<file path="config.mk">
export PLATFORM = sky130hd
export DESIGN_NAME = card_pick_judge
export DESIGN_NICKNAME = d
export VERILOG_FILES = /design/src/rtl/card_pick_judge.sv
export SDC_FILE = /design/constraint.sdc
export NUM_CORES = 1
export LEC_CHECK = 0
export BUFFER_PORTS_ARGS = -buffer_cell sky130_fd_sc_hd__clkbuf_2
export CAP_MARGIN = 15
export CORE_MARGIN = 10
export CORE_UTILIZATION = 51
export CTS_BUF_LIST = sky130_fd_sc_hd__clkbuf_8
export CTS_CLUSTER_SIZE = 10
export DETAILED_ROUTE_END_ITERATION = 7
export GPL_ROUTABILITY_DRIVEN = 0
export PLACE_DENSITY = 0.69
export SLEW_MARGIN = 20
export SYNTH_ARGS = -nofsm -noshare
export SYNTH_HDL_FRONTEND = slang
export SYNTH_SLANG_ARGS = --single-unit
</file>
<file path="constraint.sdc">
create_clock -name CLK -period 3.48 [get_ports CLK]
set_input_delay 0.348 -clock CLK [delete_from_list [all_inputs] [get_ports CLK]]
set_output_delay 0.348 -clock CLK [all_outputs]
set_load 0.01 [all_outputs]
</file>
<file path="src/rtl/card_pick_judge.sv">
// Card button conditioning, tile fetch/compare and chicken position tracking.
// Feeds key/go/win to the game control FSM and advances on its adv command.
module card_pick_judge #(
    parameter int N_CARDS   = 12,
    parameter int N_TILES   = 24,
    parameter int N_ANIMALS = 4,
    parameter int AW        = 2,
    parameter int PW        = 5,
    parameter int GOAL_POS  = 23,
    parameter int DB_CYCLES = 16
) (
    input  logic               CLK,
    input  logic               RSTN,
    input  logic [N_CARDS-1:0] btn,
    input  logic               adv,
    output logic [PW-1:0]      tile_addr,
    input  logic [AW-1:0]      tile_data,
    output logic               key,
    output logic               go,
    output logic               win,
    output logic [PW-1:0]      pos
);

    localparam int CW = $clog2(DB_CYCLES + 1);
    localparam logic [CW-1:0] DB_MAX = CW'(DB_CYCLES);
    localparam logic [PW-1:0] LAST = PW'(N_TILES - 1);
    localparam logic [PW-1:0] GOAL = PW'(GOAL_POS);

    typedef enum logic [1:0] {
        IDLE  = 2'd0,
        FETCH = 2'd1,
        CMP   = 2'd2
    } state_t;

    state_t state, state_n;

    logic [N_CARDS-1:0] sync1, sync2;
    logic [N_CARDS-1:0] db, db_q, ev;
    logic [CW-1:0]      cnt [N_CARDS];

    logic          adv_q, adv_rise;
    logic          hit;
    logic [AW-1:0] pick_a, pick_r, pick_n;
    logic [PW-1:0] pos_n, addr_n;
    logic          go_n, win_n, match;

    function automatic logic [PW-1:0] nxt(input logic [PW-1:0] p);
        return (p == LAST) ? '0 : p + 1'b1;
    endfunction

    always_ff @(posedge CLK or negedge RSTN) begin
        if (!RSTN) begin
            sync1 <= '0;
            sync2 <= '0;
            db_q  <= '0;
            adv_q <= 1'b0;
            for (int i = 0; i < N_CARDS; i++) cnt[i] <= '0;
        end else begin
            sync1 <= btn;
            sync2 <= sync1;
            db_q  <= db;
            adv_q <= adv;
            for (int i = 0; i < N_CARDS; i++) begin
                if (!sync2[i])
                    cnt[i] <= '0;
                else if (cnt[i] != DB_MAX)
                    cnt[i] <= cnt[i] + 1'b1;
            end
        end
    end

    always_comb begin
        for (int i = 0; i < N_CARDS; i++) db[i] = (cnt[i] == DB_MAX);
    end

    assign ev       = db & ~db_q;
    assign adv_rise = adv & ~adv_q;

    // Scan high to low so the lowest pressed index ends up selected.
    always_comb begin
        hit    = 1'b0;
        pick_a = '0;
        for (int i = N_CARDS - 1; i >= 0; i--) begin
            if (ev[i]) begin
                hit    = 1'b1;
                pick_a = AW'(i % N_ANIMALS);
            end
        end
    end

    assign match = (tile_data == pick_r);

    always_comb begin
        state_n = state;
        pos_n   = pos;
        addr_n  = tile_addr;
        pick_n  = pick_r;
        go_n    = go;
        win_n   = win;
        unique case (state)
            IDLE: begin
                if (adv_rise && go) begin
                    pos_n = nxt(pos);
                    go_n  = 1'b0;
                    win_n = 1'b0;
                end
                // A same-cycle advance has already moved pos_n.
                if (hit) begin
                    pick_n  = pick_a;
                    addr_n  = nxt(pos_n);
                    state_n = FETCH;
                end
            end
            FETCH: begin
                go_n    = match;
                win_n   = match && (tile_addr == GOAL);
                state_n = CMP;
            end
            CMP:     state_n = IDLE;
            default: state_n = IDLE;
        endcase
    end

    always_ff @(posedge CLK or negedge RSTN) begin
        if (!RSTN) begin
            state     <= IDLE;
            pos       <= '0;
            tile_addr <= '0;
            pick_r    <= '0;
            go        <= 1'b0;
            win       <= 1'b0;
        end else begin
            state     <= state_n;
            pos       <= pos_n;
            tile_addr <= addr_n;
            pick_r    <= pick_n;
            go        <= go_n;
            win       <= win_n;
        end
    end

    assign key = (state == CMP);

endmodule
</file>
=== Word-level counts from Yosys, hierarchy flattened ===
Cells that the tools add are included.

* Add/sub/neg operators: 14
* Eq/ne operators: 44
* Multiplexer cells: 57
* Bitwise logic cells: 4
* Reduce and logical (&&, ||, !) cells: 6

{| class="wikitable"
|+ Operators with widths
! cell !! number
|-
| two-way mux 5 bit || 28
|-
| == test 5 bit, second input constant || 15
|-
| adder 5 x 1 -> 5 bit, second input constant || 14
|-
| inequality test 5 bit, second input constant || 12
|-
| two-way mux 2 bit || 13
|-
| inequality test 2 x 1 -> 1 bit, second input constant || 12
|-
| two-way mux 1 bit || 13
|-
| bitwise AND 12 bit || 1
|-
| NOT 12 bit || 1
|-
| inequality test 2 bit, second input constant || 2
|-
| case mux 1 bit (2 select lines) || 2
|-
| case mux 2 bit (2 select lines) || 1
|-
| AND reduction 2 bit || 2
|-
| == test 2 x 1 -> 1 bit, second input constant || 1
|-
| == test 2 bit || 1
|-
| == test 2 bit, second input constant || 1
|-
| logical AND 1 bit || 2
|-
| zero test 2 bit || 1
|-
| nonzero test 2 bit || 1
|-
| bitwise AND 1 bit || 1
|-
| NOT 1 bit || 1
|}

* Register bits: 113
* Input bits: 17
* Output and inout bits: 13
* Logic and storage cells: 147

=== Depth between registers and ports, before layout ===
* Depth in word-level cells: 16
* Gate-level depth with buffers: 10
* Depth with buffers taken out: 10

=== Worst setup path before layout ===
No wires, ideal clock.

* Kind: reg2reg
* Start: reg pos[0]
* End: reg tile_addr[4]
* Setup time: 0.128 ns
* Data arrival time: 2.192 ns
* Data required time: 3.352 ns
* Path slack: 1.161 ns
* Cell stages (with the launch flop): 11
* Path buffers: 0
* Clock period less this slack: 2.319 ns
* Cells stage by stage: dfrtp_1 ha_1 and4b_1 a22oi_1 inv_1 ha_1 nand2_1 nor3_1 a41oi_1 a22oi_1 mux2_1

* Longest elaborated chain between the ends: 6
* Elaborated cells on any way between the ends: 8
* Classes of those cells: 2 x add/sub; 2 x eq/ne; 4 x mux

{| class="wikitable"
|+ RTL lines
! element !! RTL line !! source
|-
| start: declaration || 21 || <nowiki>output logic [PW-1:0] pos</nowiki>
|-
| start signal: assignment || 134 || <nowiki>pos <= pos_n;</nowiki>
|-
| adder 5 x 1 -> 5 bit or == test 5 bit (tied branches) || 48 || <nowiki>return (p == LAST) ? '0 : p + 1'b1;</nowiki>
|-
| two-way mux 5 bit || 48 ||
|-
| two-way mux 5 bit * || 102 || <nowiki>if (adv_rise && go) begin</nowiki>
|-
| two-way mux 5 bit * || 100 || <nowiki>unique case (state)</nowiki>
|-
| adder 5 x 1 -> 5 bit or == test 5 bit (tied branches) || 48 ||
|-
| two-way mux 5 bit * || 48 ||
|-
| end signal: assignment || 135 || <nowiki>tile_addr <= addr_n;</nowiki>
|-
| end: declaration || 16 || <nowiki>output logic [PW-1:0] tile_addr,</nowiki>
|}

Every way passes the cells marked *; elsewhere a longest branch is shown, timed or not. The select of a mux whose other input is x is not followed.
A chain may end at the register's enable or synchronous reset.

=== Final worst setup path ===
Same ends and word-level chain as after synthesis.

==> metrics.cfg <==
[status]
status = finished clean

[logic_synthesis]
synthSimpleGateAreaFrac_pct = 18.9
async_flop_share_pct = 100
synth_cell_types = 50
synthTopCellsByCount = dfrtp_1, nand2_1, inv_1
synth_top_area_share_pct = 55.2
yosysSeqAreaShare_pct = 55.2
synth_edf_count = 0
post_synth.cell_area_avg_um2 = 11.4
yosys.area_share.adder_pct = 6.35
synth_xor_area_share_pct = 7.01
netlist_instances = 450
ys.flop_type = dfrtp_1
yosysMostFrequentCell = dfrtp_1
synth_area_leaders = dfrtp_1, ha_1, xnor2_1
ys_ff_latch = 113
synth_area_um2 = 5120
synthesis.nets = 493
synth-compound-area-share_pct = 5.98
synth_top_family_by_area = simple AND/OR/NAND/NOR gates
yosysWarnings = 0
synth_mux_area_share_pct = 3.15
synth_top_area_cell = dfrtp_1

[clocking]
cts-root-buf = clkbuf_8
clk_pin_slew_ns = 0.06
worstSkewPairLatency_ns = 0.42
cts_tree = yes
clock_sinks = 113
cts_resized = 0
clockBufferDepth = 2
htree_levels = 4
cts_buffers = 17

[pwr]
p_int_w = 0.00211
p_clk_share_pct = 42.6
combinationalPowerShare_pct = 5.5
p_total_w = 0.00272
p_sw_share_pct = 22.5
ir_drop_v = 0.000363
p_per_area_nw_per_um2 = 465
p_seq_share_pct = 52.0
power_switching_w = 0.000610
power_leakage_nw = 2.91

[floorplanning]
start_util_pct = 52.4
die_height_um = 120
dieWidth_um = 120
core-area_um2 = 9770
std_cell_rows = 36
die_area_um2 = 14500
ioPinCount = 30

[global_routing]
grt_pass1_vias = 3412
grt.overflow.total = 0
met2_usage_pct = 20.9
antenna_found_initial = 0
grt_max_degree = 59
use_met1_pct = 14.6
grtUsageTotal_pct = 12.7
gr-usage-met3_pct = 4.79
grt_pass1_wl_um = 15000
grt_busiest_layer = met2

[timing]
setup_violations = 0
worstMarginPinSlew_ns = 0.823
rsz0062_at_grt = no
slew_headroom_pct = 44.4
fin_crit_sh_pct = 71.9
skew_ns = 0.00705
drv_slew = 0
max_freq_mhz = 399
finalCriticalPeriod_ns = 2.50
tns_ns = 0
hold_viol_final = 0

[worst_setup_path]
worst-setup-path-type = reg2reg
crit_arrival_ns = 2.80
cp.required_ns = 3.78
path_max_fanout = 8
critPathLaunchType = flop
r2r_setup_slack_ns = 0.98
endpoint_kind = flop

[finish]
nets = 540
antennaDiodeCount = 0
syn_to_final_growth_pct = 14.1
drive_gt1_share_pct = 14.1
fillers = 833

[route]
num_vias = 3223
ant_nets = 0
wl_per_cell_um = 13.1
wl_um = 8400
first_iter_violations = 136
viasPerCell = 5.02
dr.pass1.iters = 4
drc = 0

[placement]
io_buffers = 29
place_hpwl_um = 5940

[flow_run]
cap_violations = 0

[worst_hold_path]
hold_path_class = in2reg

layout by cell type (no fill, tap or decap), drive strengths merged, types with 3 or more instances in the layout:
cell type    netlist  layout
dfrtp            113     113
clkbuf             2      48
inv               37      42
nand2             42      42
and2              32      32
xnor2             31      31
nand3             27      27
ha                26      26
nor2              18      18
and3              14      14
nand4bb           10      10
nor2b             10      10
xor2              10      10
mux2               9       9
a21boi             7       7
mux2i              6       6
a21oi              5       5
o21ai              5       5
clkinv             0       4
dlygate4sd3        0       4
nor3               4       4
o22ai              4       4
a31oi              3       3
buf                5       3
cell families after synthesis:
| family | Yosys count |
|---|---|
| AND/OR/NAND/NOR | 171 |
| flip-flops | 113 |
| buffers and inverters | 44 |
| XOR/XNOR | 41 |
| AO/OA/AOI/OAI | 40 |
| adder cells (fa/ha/maj) | 26 |
| multiplexers | 15 |
final cells by class:
| cell class | instances | area (um^2) | share of cell area (%) |
|---|---|---|---|
| flip-flops and latches | 113 | 2830 | 48.4 |
| well taps | 133 | 166 | 2.85 |
| inverters | 37 | 139 | 2.38 |
| clock buffers | 20 | 275 | 4.71 |
| multi-input cells | 293 | 2120 | 36.3 |
| repair buffers | 35 | 215 | 3.68 |
| clock inverters | 11 | 98.8 | 1.69 |
worst max-delay path, stage by stage (launching register included):
cell	delay (ns)
dfrtp_1	0.46
ha_1	0.31
and4b_1	0.20
a22oi_1	0.27
inv_1	0.08
ha_1	0.27
nand2_1	0.11
nor3_1	0.05
a41oi_1	0.22
a22oi_1	0.12
mux2_1	0.30
what timing repair did:
item	in CTS	in global routing
hold buffers	2	2
hold endpoints to repair	2	2
buffers inserted	0	0
power groups by stage:
| stage | registers, W | clock network, W | logic (W) |
|---|---|---|---|
| finish | 0.00141 | 0.00116 | 0.000148 |
| global placement | 0.00143 | 0 | 0.000141 |
| global route | 0.00142 | 0.00126 | 0.000178 |
| floorplan | 0.00142 | 0 | 0.0000896 |
| CTS | 0.00141 | 0.00120 | 0.000152 |
| detailed placement | 0.00143 | 0 | 0.000150 |
registers in the layout, indices dropped and copies added (netlist names):
signal	cells
pos	5
sync1	12
win	1
tile_addr	5
sync2	12
go	1
cnt	60
adv_q	1
state	2
pick_r	2
db_q	12
per-layer routing:
metal | share of wire [%] | vias to the layer above
li1 | - | 1609
met1 | 47 | 1556
met2 | 47 | 46
met3 | 4.3 | 12
met4 | 1.4 | 0
met5 | 0 | -
stage by stage:
step / util (%) / hold WS (ns) / std cells / setup WS [ns] / instance area [um^2]
6_report: 59.8 / 0.0342 / 642 / 0.976 / 5840
5_1_grt: 59.8 / 0.000414 / 642 / 0.799 / 5840
3_5_place_dp: 55.5 / 0.336 / 607 / 0.999 / 5430
3_3_place_gp: 55.5 / 0.332 / 607 / 1.09 / 5430
4_1_cts: 59.6 / 0.00120 / 640 / 0.981 / 5820
2_1_floorplan: - / 0.0524 / 450 / 1.16 / 5120
final timing paths:
| check | startpoint | end | cells past startpoint |
|---|---|---|---|
| worst max-delay path | pos[0]$_DFFE_PN0P_ | tile_addr[4]$_DFFE_PN0P_ | 10 |
| worst min-delay path | btn[10] | sync1[10]$_DFF_PN0_ | 1 |
| worst max register to register | pos[0]$_DFFE_PN0P_ | tile_addr[4]$_DFFE_PN0P_ | 10 |
| worst min register to register | sync1[0]$_DFF_PN0_ | sync2[0]$_DFF_PN0_ | 0 |
| max in group asynchronous | RSTN | cnt[40]$_DFFE_PN0P_ | 3 |
| min in group asynchronous | RSTN | cnt[17]$_DFFE_PN0P_ | 2 |
Note: power is estimated with default switching activity, not from simulation.
